## config.mk

```make
export PLATFORM = sky130hd
export DESIGN_NAME = ahb_slave_store
export DESIGN_NICKNAME = d
export VERILOG_FILES = /design/src/rtl/ahb_slave_store.sv
export SDC_FILE = /design/constraint.sdc
export NUM_CORES = 1
export LEC_CHECK = 0
export ABC_AREA = 1
export ABC_CLOCK_PERIOD_IN_PS = 1500
export BUFFER_PORTS_ARGS = -buffer_cell sky130_fd_sc_hd__buf_2
export CORE_AREA = 2 2 67 69
export DETAILED_ROUTE_END_ITERATION = 12
export DIE_AREA = 0 0 69 71
export GPL_TIMING_DRIVEN = 1
export PLACE_DENSITY = 0.84
export SLEW_MARGIN = 20
export SYNTH_ARGS = -nofsm -noshare
export SYNTH_HDL_FRONTEND = slang
export SYNTH_SLANG_ARGS = --single-unit
export TNS_END_PERCENT = 10
```

## constraint.sdc

```tcl
create_clock -name hclk -period 1.5 [get_ports hclk]
set_input_delay 0.225 -clock hclk [delete_from_list [all_inputs] [get_ports hclk]]
set_output_delay 0.225 -clock hclk [all_outputs]
set_load 0.01 [all_outputs]
```

## src/rtl/ahb_slave_store.sv

```systemverilog
// AHB-Lite slave write path: captures write address phases, lane-replicates
// LSB-justified HWDATA, generates byte enables and drives the RAM write port.
module ahb_slave_store #(
  parameter int unsigned RAM_AW      = 10,
  parameter int unsigned WAIT_CYCLES = 0
) (
  input  logic              hclk,
  input  logic              hresetn,
  input  logic              hsel,
  input  logic [31:0]       haddr,
  input  logic [1:0]        htrans,
  input  logic              hwrite,
  input  logic [2:0]        hsize,
  input  logic              hready,
  input  logic [31:0]       hwdata,
  output logic              hreadyout,
  output logic              hresp,
  output logic              ram_we,
  output logic [3:0]        ram_be,
  output logic [RAM_AW-1:0] ram_addr,
  output logic [31:0]       ram_wdata
);

  localparam int unsigned CNT_W = 4;
  localparam logic [CNT_W-1:0] WAIT_LOAD =
    (WAIT_CYCLES > 0) ? CNT_W'(WAIT_CYCLES - 1) : '0;

  typedef enum logic [2:0] {
    ST_IDLE,
    ST_WAIT,
    ST_WRITE,
    ST_ERR1,
    ST_ERR2
  } state_t;

  state_t              state_q, state_d;
  logic [CNT_W-1:0]    cnt_q, cnt_d;
  logic [RAM_AW-1:0]   addr_q, addr_d;
  logic [1:0]          lane_q, lane_d;
  logic [2:0]          size_q, size_d;

  logic                can_accept;
  logic                accept;
  logic                misalign;
  logic [3:0]          be_c;
  logic [31:0]         wdata_c;
  logic                unused_bits;

  assign unused_bits = ^{haddr[31:RAM_AW+2], htrans[0]};

  // A new address phase can only overlap cycles where the slave drives ready high.
  assign can_accept = (state_q == ST_IDLE) || (state_q == ST_WRITE) || (state_q == ST_ERR2);
  assign accept     = can_accept & hsel & hready & htrans[1] & hwrite;
  assign misalign   = (hsize > 3'b010) ||
                      ((hsize == 3'b001) && haddr[0]) ||
                      ((hsize == 3'b010) && (haddr[1:0] != 2'b00));

  // Next-state, capture and response outputs.
  always_comb begin
    state_d   = state_q;
    cnt_d     = cnt_q;
    addr_d    = addr_q;
    lane_d    = lane_q;
    size_d    = size_q;
    hreadyout = 1'b1;
    hresp     = 1'b0;
    ram_we    = 1'b0;

    case (state_q)
      ST_WAIT: begin
        hreadyout = 1'b0;
        if (cnt_q == '0) begin
          state_d = ST_WRITE;
        end else begin
          cnt_d = cnt_q - CNT_W'(1);
        end
      end
      ST_ERR1: begin
        hreadyout = 1'b0;
        hresp     = 1'b1;
        state_d   = ST_ERR2;
      end
      default: begin
        if (state_q == ST_WRITE) ram_we = 1'b1;
        if (state_q == ST_ERR2)  hresp  = 1'b1;
        state_d = ST_IDLE;
        if (accept) begin
          addr_d = haddr[RAM_AW+1:2];
          lane_d = haddr[1:0];
          size_d = hsize;
          if (misalign) begin
            state_d = ST_ERR1;
          end else if (WAIT_CYCLES > 0) begin
            state_d = ST_WAIT;
            cnt_d   = WAIT_LOAD;
          end else begin
            state_d = ST_WRITE;
          end
        end
      end
    endcase
  end

  // Lane steering from the captured size and byte offset.
  always_comb begin
    be_c    = 4'b1111;
    wdata_c = hwdata;
    case (size_q)
      3'b000: begin
        be_c    = 4'b0001 << lane_q;
        wdata_c = {4{hwdata[7:0]}};
      end
      3'b001: begin
        be_c    = 4'b0011 << {lane_q[1], 1'b0};
        wdata_c = {2{hwdata[15:0]}};
      end
      default: begin
        be_c    = 4'b1111;
        wdata_c = hwdata;
      end
    endcase
  end

  assign ram_be    = ram_we ? be_c : 4'b0000;
  assign ram_wdata = ram_we ? wdata_c : 32'h0;
  assign ram_addr  = addr_q;

  always_ff @(posedge hclk) begin
    if (!hresetn) begin
      state_q <= ST_IDLE;
      cnt_q   <= '0;
      addr_q  <= '0;
      lane_q  <= '0;
      size_q  <= '0;
    end else begin
      state_q <= state_d;
      cnt_q   <= cnt_d;
      addr_q  <= addr_d;
      lane_q  <= lane_d;
      size_q  <= size_d;
    end
  end

endmodule

```

# --- After elaboration in Yosys (flattened, before gate mapping) ---
# Cells that the tools add are included.
totals:
  mem_bits_rw: 0
  rom_bits: 0
  latch_bits: 0
  out_inout_bits: 49
  wordCells: 49
  n_memories: 0
  reg_bits: 22
classes:
  bitwise_logic: 6
  n_mux: 13
  add_sub_neg: 1
  div: 0
  eq_ne: 8
  multipliers: 0
  n_lt_le_gt_ge: 1
  reduce_logical: 13
  shifts: 2
ops:
  columns: ["op", "count"]
  rows:
  - ["case mux 32 bit (2 select lines)", 1]
  - ["2-to-1 mux 32 bit", 1]
  - ["== test 3 x 1 -> 1 bit (second input constant)", 3]
  - ["== test 3 x 2 -> 1 bit (second input constant)", 3]
  - ["case mux 4 bit (2 select lines)", 1]
  - ["logical NOT 3 bit", 2]
  - ["case mux 3 bit (2 select lines)", 1]
  - ["2-to-1 mux 1 bit", 5]
  - ["bitwise AND 1 bit", 4]
  - ["logical NOT 4 bit", 1]
  - ["logical OR 1 bit", 4]
  - ["2-to-1 mux 4 bit", 1]
  - ["AND reduction 2 bit", 2]
  - ["<< shifter 1 x 2 -> 4 bit (first input constant)", 1]
  - ["<< shifter 2 x 2 -> 4 bit (first input constant)", 1]
  - ["subtractor 4 x 1 -> 4 bit (second input constant)", 1]
  - ["== test 3 bit (second input constant)", 1]
  - ["> comparator 3 x 2 -> 1 bit (second input constant)", 1]
  - ["2-to-1 mux 3 bit", 1]
  - ["logical AND 1 bit", 2]
  - ["2-to-1 mux 2 bit", 1]
  - ["inequality test 2 bit (second input constant)", 1]
  - ["inverter 1 bit", 2]
  - ["case mux 1 bit (2 select lines)", 1]
  - ["2 further kinds", 2]

# --- Depth between registers and ports, before layout ---
# Gate-level depths: netlist of run 1.
depth:
  word_depth: 9
  depth_mapped: 8

# --- Worst setup path after synthesis of run 1 ---
# No wires, ideal clock.
synth_timing:
  kind: "register -> output"
  start: "register size_q[0]"
  end: "output ram_wdata[13]"
  setup_slack_ns: 0.239
  arrival_time_ns: 1.036
  n_path_buf: 2
  path_stages_with_launch: 8
  cell_sequence: "dfxtp_1 -> buf_6 -> nand3_4 -> nand2_8 -> buf_12 -> nand3_2 -> nand2_2 -> nor2_1"
synth_via:
  elab_chain_len: 3
  word_cells_on_any_way: 4
synth_rtl:
  columns: ["item", "line", "text"]
  rows:
  - ["start, declared", "40", "logic [2:0] size_q, size_d;"]
  - ["start signal, assigned", "140", "size_q <= size_d;"]
  - ["== test 3 x 1 -> 1 bit / logical NOT 3 bit (equally long branches)", "108", "case (size_q)"]
  - ["case mux 32 bit (2 select lines) *", "108", null]
  - ["2-to-1 mux 32 bit *", "125", "assign ram_wdata = ram_we ? wdata_c : 32'h0;"]
  - ["end, declared", "21", "output logic [31:0] ram_wdata"]
# Mark *: on every way between the ends. The rest lies on a longest branch, timed or not.

# --- Final worst setup path of run 1 ---
layout_timing:
  start: "register size_q[2]"
  end: "output ram_wdata[27]"
# Same word-level chain as after synthesis.

==> results.yml, run 1 <==
run_status:
  outcome: "complete, but fails checks"
  violations: "setup timing"
synth:
  syn_nets: 332
  netlist.area_leader.share: 0.2731
  yosysWarnings: 0
  syn-cell-area_um2: 1613
  synth_edf_count: 0
  synth_cell_type_count: 25
  ys.flop_type: "dfxtp_1"
  ys_top_cells_by_area: "dfxtp_1 27%, nor2_1 18%, nand4_1 6.2%"
  syn_area_per_cell_um2: 6.275
  yosysTopAreaCell: "dfxtp_1"
  synth_common_cells: "79 x nor2_1, 22 x dfxtp_1, 21 x inv_1, 20 x nand2_1, 17 x o21ai_1"
  async_flop_share: 0
  yosysMostFrequentCell: "nor2_1"
  ys_ff_latch: 22
  seq_area_frac_synth: 0.2731
  netlist_instances: 257
finish:
  drive_above_1_share: 0.3904
  stdcell_area_um2: 2247
  final_nets: 433
  num_antenna_cells: 0
  area_growth_pct: 39.33
timing:
  worst_slack_ps: -71.26
  hold_violations: 0
  setup_viol: 28
  fmax_ghz: 0.6364
  fin_crit_ps: 1571
  finalSetupTns_ps: -1555
  slew_headroom: 0.7975
  worst_pin_slew_ps: 303.8
  final_max_slew_viol_count: 0
  fin_worst_skew_ps: 2.033
  grt_setup_unrepaired: "true"
  fin_crit_sh: 1.048
hold_path:
  hold_depth: 3
  min_from: "haddr[6]"
  hold_end: "ram_addr[4]"
  holdCritPathClass: "input port to flop"
clock_tree:
  cts.repair_timing.setup_buffer_count: 0
  hold_buffers: 0
  numCtsBuffers: 3
  cts_tree: "built"
  h-tree-depth: 1
  cts.clk_slew.worst_paths_ps: 70
  clock_path_buffers: 2
  root_buffer: "clkbuf_8"
  cts.sinks: 22
  clock_latency_ps: 260
setup_path:
  rr_startpoint: "cnt_q[0]"
  endpoint_kind: "output pin"
  crit_fanout: 10
  r2r_setup_slack_ps: 230
  reg2reg_depth: 8
  start_kind: "flop"
  required_ps: 1270
  r2r-end: "cnt_q[1]"
  critPathKind: "flop to output pin"
  slowest_stage: "dfxtp_2"
  path_cells: "inv_4 -> nand3_4 -> nand2_8 -> nand3_1 -> nand2_1 -> nor2_1 -> buf_2"
  cp_num_buf_inv: 2
  crit_arrival_ps: 1350
  crit_family: "simple AND/OR/NAND/NOR gates"
  crit_path_max_incr_delay_ps: 340
pwr:
  p_per_area_nw_per_um2: 586.4
  ir_worst_vdd_mv: 0.6962
  design_power_total_mw: 1.318
  p_leak_nw: 1.245
die:
  die_x_um: 69
  row_count: 24
  dieArea_um2: 4899
  die_h_um: 71
  core-area_um2: 4204
  pin_count: 123
  start_util: 0.3836
grt:
  grt_first_pass_wirelength_mm: 8.052
  antenna_found_initial: 0
  grt_max_degree: 21
  grt-ovfl-total: 0
  grt_pass1_vias: 1861
  track_usage: 0.1926
route:
  drt_iter0_markers: 73
  route.detailed.drc: 0
  post_drt_wl_per_cell_um: 11.64
  detail-route-antenna-nets: 0
  vias: 2020
  avgViaCountPerCell: 4.951
  first_pass_iters: 4
  wirelength_mm: 4.750
placement:
  placedInstanceArea_um2: 2125
  place_congestion: 0.8737
  portBuffers: 101
  dp_hpwl_mm: 3.521
  dp_slack_ps: 43.39
job:
  max_cap_violations: 0
-- state kept, by name (all words and copies together), names as in the netlist --
name      cells
cnt_q         4
lane_q        2
size_q        3
ram_addr     10
state_q       3
-- area by class of cell --
cell class	count	area (µm²)
fill	423	1957
multi-input combinational	197	1013
timing repair buffer	107	565.5
sequential	22	447.9
inverter	27	113.9
tap	52	65.06
clock buffer	3	41.29
-- logic make-up after synthesis --
logic type,after synthesis,share of synthesized area
adders and majority gates,1,0.007757
AOI/OAI and AO/OA,38,0.1179
and+or+nand+nor,156,0.4740
buffers and inverters,40,0.1272
DFF,22,0.2731
-- placed cells by master (no fill, tap or decap), types with 5 or more instances in the layout --
| cell type | n |
|---|---|
| o21ai_0 | 12 |
| a21oi_1 | 7 |
| nor3_1 | 16 |
| nand4_1 | 16 |
| o21ai_1 | 19 |
| buf_2 | 101 |
| inv_4 | 5 |
| dfxtp_1 | 18 |
| inv_1 | 20 |
| nand2_1 | 20 |
| nor2_1 | 76 |
| nand3_1 | 11 |
-- report_power, final --
| part | internal [mW] | switching (mW) | total [mW] |
|---|---|---|---|
| clock network | 0.179 | 0.177 | 0.356 |
| registers | 0.599 | 0.0118 | 0.610 |
| logic | 0.145 | 0.207 | 0.352 |
| total | 0.922 | 0.395 | 1.32 |
-- layer usage --
| metal | vias up | track usage | part of all wire |
|---|---|---|---|
| li1 | 1052 | - | - |
| met1 | 859 | 0.2388 | 0.43 |
| met4 | 0 | 0.07190 | 0.017 |
| met5 | - | 0 | 0 |
| met3 | 9 | 0.03134 | 0.085 |
| met2 | 100 | 0.3365 | 0.47 |
-- worst max-delay path by stage --
stage              start            end  slack [ps]  cells past startpoint
2_1_floorplan  size_q[0]  ram_wdata[13]         240                      7
5_1_grt        size_q[2]  ram_wdata[22]        -180                      6
3_3_place_gp   size_q[0]  ram_wdata[13]          80                      7
4_1_cts        size_q[1]  ram_wdata[26]         -90                      7
3_5_place_dp   size_q[0]  ram_wdata[18]          40                      7
6_report       size_q[2]  ram_wdata[27]         -70                      7
-- repair_timing --
action / in CTS / in global routing
pin swaps: 4 / 0
endpoints found under the setup margin: 28 / 36
resized for setup: 14 / 8
cloned: 2 / 0
-- worst min-delay path, stage by stage --
cell and delay [ps]:
buf_2 80, nor3_1 40, nor2_1 80
-- per-stage QoR --
step / hold WS, ps / cells / util
5_1_grt: 214.1 / 408 / 0.5345
4_1_cts: 194.1 / 408 / 0.5301
3_3_place_gp: 452.5 / 403 / 0.5054
2_1_floorplan: 367.1 / 257 / -
6_report: 192.8 / 408 / 0.5345
3_5_place_dp: 467.6 / 403 / 0.5054
No activity file was read; power rests on OpenSTA's default activity.
==> run 2: changes to the inputs <==
ABC_CLOCK_PERIOD_IN_PS = 1400   (was 1500)
CORE_AREA = 2 2 70 72   (was 2 2 67 69)
DIE_AREA = 0 0 72 74   (was 0 0 69 71)
PLACE_DENSITY = 0.81   (was 0.84)
clock period = 1.4 ns   (was 1.5 ns; I/O delays follow)
==> results.yml, run 2 (synthesis results as in run 1) <==
timing:
  worst_pin_slew_ps: 304.4
  worst_slack_ps: -207.0
  grt_setup_unrepaired: "true"
  hold_violations: 0
  fin_crit_sh: 1.148
  fmax_ghz: 0.6223
  fin_hold_ws_ps: 180.2
  setup_viol: 29
  final_max_slew_viol_count: 0
  fin_crit_ps: 1607
  fin_worst_skew_ps: 4.777
  slew_headroom: 0.7971
hold_path:
  min_from: "haddr[9]"
  holdCritPathClass: "input port to flop"
finish:
  drive_above_1_share: 0.4290
  num_antenna_cells: 0
  final_nets: 442
  area_growth_pct: 48.33
  final_core_util: 0.5203
  mostFrequentLayoutCells: "101 x buf_2, 74 x nor2_1, 20 x o21ai_1"
  regArea_um2: 447.9
  finalNonFillerCells: 420
  fillers: 446
  layout_commonest_cell: "buf_2"
  largest_reg_flops: 10
  multi_input_area_um2: 1050
setup_path:
  crit_path_max_incr_delay_ps: 370
  cp_num_buf_inv: 3
  path_cells: "inv_4 -> nand3_4 -> nand2_8 -> buf_6 -> nor2_1 -> nor2_1 -> buf_2"
  crit_family: "simple AND/OR/NAND/NOR gates"
  rr_startpoint: "cnt_q[0]"
  start_kind: "flop"
  crit_arrival_ps: 1400
  required_ps: 1190
  critPathKind: "flop to output pin"
  endpoint_kind: "output pin"
  crit_fanout: 8
  cp-startpoint: "size_q[0]"
  cp_common_cell: "nor2_1"
  slowest_stage: "dfxtp_4"
route:
  wirelength_mm: 4.828
  met2_length_mm: 2.275
  met1_length_mm: 2.065
  avgViaCountPerCell: 4.867
  wl_met3_um: 416
  drt_iter0_markers: 53
  detail-route-antenna-nets: 0
  route.detailed.drc: 0
  first_pass_iters: 4
  post_drt_wl_per_cell_um: 11.50
  top_layer: "met4"
  vias: 2044
die:
  row_count: 25
  pin_count: 123
  start_util: 0.3507
  die_h_um: 74
  die_x_um: 72
  core-area_um2: 4598
  dieArea_um2: 5328
placement:
  dp.cells: 411
  dp_hpwl_mm: 3.589
  dp_slack_ps: -30.13
  portBuffers: 101
  place_congestion: 0.8536
clock_tree:
  root_buffer: "clkbuf_8"
  clock_path_buffers: 2
  cts.sinks: 22
  cts_tree: "built"
  clock_latency_ps: 260
  numCtsBuffers: 3
  cts.clk_slew.worst_paths_ps: 70
  h-tree-depth: 1
grt:
  antenna_found_initial: 0
  grt_pass1_vias: 1877
  grt_max_degree: 21
  track_usage: 0.1862
  grt_first_pass_wirelength_mm: 8.079
  grt-ovfl-total: 0
run_status:
  violations: "setup timing"
  outcome: "complete, but fails checks"
job:
  max_cap_violations: 0
pwr:
  p_leak_nw: 1.313
  p_per_area_nw_per_um2: 637.7
  design_power_total_mw: 1.526
  ir_worst_vdd_mv: 0.6264
[run 2: per-layer routing]
metal	up-vias	global-route usage
met4	0	0.04822
met3	8	0.03252
met2	91	0.3560
met1	875	0.2148
li1	1070	-
met5	-	0
[run 2: area by class of cell]
cell class	count	area share
multi-input cells	197	0.4388
repair buffers	116	0.2741
flip-flops and latches	22	0.1872
inverters	27	0.04864
well taps	54	0.02824
clock buffers	4	0.02301
[run 2: what timing repair did]
item,CTS,global route
setup endpoints to repair,37,38
resized for setup,14,27
pin swaps,3,10
hold buffers,0,0
buffers inserted,2,0
gates cloned,3,0
hold endpoints to repair,0,0
[run 2: path summary, 6_finish.rpt]
kind	cells past startpoint	to	slack, ps
min reg2reg	2	cnt_q[0]	500
max	7	ram_wdata[25]	-210
min	3	ram_addr[7]	180
max reg2reg	8	cnt_q[1]	140
[run 2: power breakdown]
| group | internal [mW] | total (mW) | switching, mW |
|---|---|---|---|
| sequential | 0.641 | 0.654 | 0.0127 |
| clock | 0.251 | 0.451 | 0.200 |
| combinational | 0.184 | 0.421 | 0.237 |
[run 2: metrics by stage]
stage	setup TNS, ps	cell area, µm²
after floorplan	0	1613
after global placement	0	2172
after detailed placement	-49.86	2172
after CTS	-4952	2307
after global routing	-7882	2392
final	-4843	2392
[run 2: tightest hold or removal path, delay by kind of cell]
kind | cells | cell delay, ps
buffers and inverters | 1 | 80
and+or+nand+nor | 2 | 120
==> run 3: changes to the inputs <==
BUFFER_PORTS_ARGS = default   (was -buffer_cell sky130_fd_sc_hd__buf_2)
CORE_AREA = 2 2 63 65   (was 2 2 70 72)
DIE_AREA = 0 0 65 67   (was 0 0 72 74)
DONT_BUFFER_PORTS = 1   (was default)
PLACE_DENSITY = 0.67   (was 0.81)
==> results.yml, run 3 (synthesis results as in run 1) <==
finish:
  final_nets: 344
  drive_above_1_share: 0.3769
  fillers: 365
  layout_commonest_cell: "nor2_1"
  largest_reg_flops: 10
  stdcell_area_um2: 2073
  mostFrequentLayoutCells: "42 x nor2_1, 25 x nor2_2, 20 x inv_1"
  area_growth_pct: 28.55
  multi_input_area_um2: 1234
  regArea_um2: 444.2
  num_antenna_cells: 0
setup_path:
  rr_startpoint: "cnt_q[0]"
  crit_family: "simple AND/OR/NAND/NOR gates"
  cp_num_buf_inv: 1
  r2r_setup_slack_ps: 160
  start_kind: "flop"
  crit_arrival_ps: 1360
  r2r-end: "cnt_q[3]"
  critPathKind: "flop to output pin"
  crit_path_max_incr_delay_ps: 370
  endpoint_kind: "output pin"
  crit_fanout: 12
  path_cells: "clkinv_4 -> nand3_4 -> nand2_8 -> nand3_1 -> nand2_1 -> nor2_2"
  required_ps: 1190
  slowest_stage: "dfxtp_2"
  reg2reg_depth: 7
grt:
  grt_pass1_vias: 1533
  track_usage: 0.1961
  grt-ovfl-total: 0
  grt_first_pass_wirelength_mm: 6.789
  grt_max_degree: 21
  antenna_found_initial: 0
route:
  post_drt_wl_per_cell_um: 14.50
  avgViaCountPerCell: 5.487
  first_pass_iters: 4
  detail-route-antenna-nets: 0
  drt_iter0_markers: 95
  vias: 1734
  wirelength_mm: 4.582
  route.detailed.drc: 0
clock_tree:
  clock_path_buffers: 2
  h-tree-depth: 1
  cts.sinks: 22
  numCtsBuffers: 3
  hold_buffers: 0
  cts_tree: "built"
  cts.clk_slew.worst_paths_ps: 80
  clock_latency_ps: 260
  root_buffer: "clkbuf_8"
timing:
  fin_crit_ps: 1567
  fin_worst_skew_ps: 4.194
  grt_setup_unrepaired: "true"
  fin_crit_sh: 1.119
  final_max_slew_viol_count: 0
  worst_slack_ps: -167.0
  setup_viol: 29
  fin_hold_ws_ps: 71.16
  hold_violations: 0
  slew_headroom: 0.8316
  fmax_ghz: 0.6381
  worst_pin_slew_ps: 252.4
pwr:
  p_per_area_nw_per_um2: 701.4
  p_leak_nw: 0.8534
  ir_worst_vdd_mv: 0.6010
die:
  pin_count: 123
  start_util: 0.4473
  core-area_um2: 3606
  die_x_um: 65
  die_h_um: 67
  row_count: 22
  dieArea_um2: 4355
hold_path:
  min_from: "hresetn"
  holdCritPathClass: "input port to flop"
  hold_depth: 2
  hold_end: "cnt_q[2]"
placement:
  dp_hpwl_mm: 3.091
  placedInstanceArea_um2: 1659
  place_congestion: 0.7841
  portBuffers: 0
run_status:
  outcome: "complete, but fails checks"
  violations: "setup timing"
job:
  max_cap_violations: 0
[run 3: timing repair]
item,4_1_cts,5_1_grt
setup endpoints to repair,29,40
resized for setup,45,44
gates cloned,3,0
buffers inserted,2,3
endpoints found under the hold margin,0,0
pin swaps,9,11
[run 3: layout make-up]
class,instances,area share
inverter,27,0.05613
clock buffer,4,0.02655
sequential,22,0.2142
multi-input combinational,197,0.5950
timing repair buffer,18,0.07906
tap,48,0.02897
[run 3: worst max path at each step]
stage / from / end / slack (ps) / cells past startpoint
final: size_q[2] / ram_wdata[11] / -170 / 6
after global routing: size_q[2] / ram_wdata[16] / -220 / 6
after floorplan: size_q[0] / ram_wdata[13] / 150 / 7
after global placement: size_q[2] / ram_wdata[16] / 20 / 6
after detailed placement: size_q[2] / ram_wdata[22] / 20 / 6
after CTS: size_q[2] / ram_wdata[22] / -160 / 6
[run 3: per-stage QoR]
| stage | setup WS (ps) | instances | setup TNS (ps) | utilization | power [mW] |
|---|---|---|---|---|---|
| finish | -167.0 | 316 | -3837 | 0.5749 | 1.454 |
| global placement | 22.61 | 304 | 0 | 0.4601 | 0.9069 |
| CTS | -155.8 | 313 | -3652 | 0.5253 | 1.408 |
| global route | -224.6 | 316 | -5555 | 0.5749 | 1.520 |
| floorplan | 153.9 | 257 | 0 | - | 0.8865 |
| detailed placement | 15.46 | 304 | 0 | 0.4601 | 0.9091 |
[run 3: where the power goes]
part / total [mW] / internal, mW / leakage, nW / switching, mW
combinational: 0.351 / 0.133 / 0.645 / 0.217
clock: 0.443 / 0.250 / 0.0288 / 0.193
sequential: 0.660 / 0.642 / 0.180 / 0.0179
total: 1.45 / 1.03 / 0.853 / 0.428
[run 3: layer usage]
| layer | vias up | global-route usage | part of all wire |
|---|---|---|---|
| li1 | 876 | - | - |
| met1 | 781 | 0.2505 | 0.41 |
| met2 | 77 | 0.3428 | 0.50 |
| met3 | 0 | 0.04730 | 0.087 |
| met4 | 0 | 0.02394 | 0 |
| met5 | - | 0 | 0 |
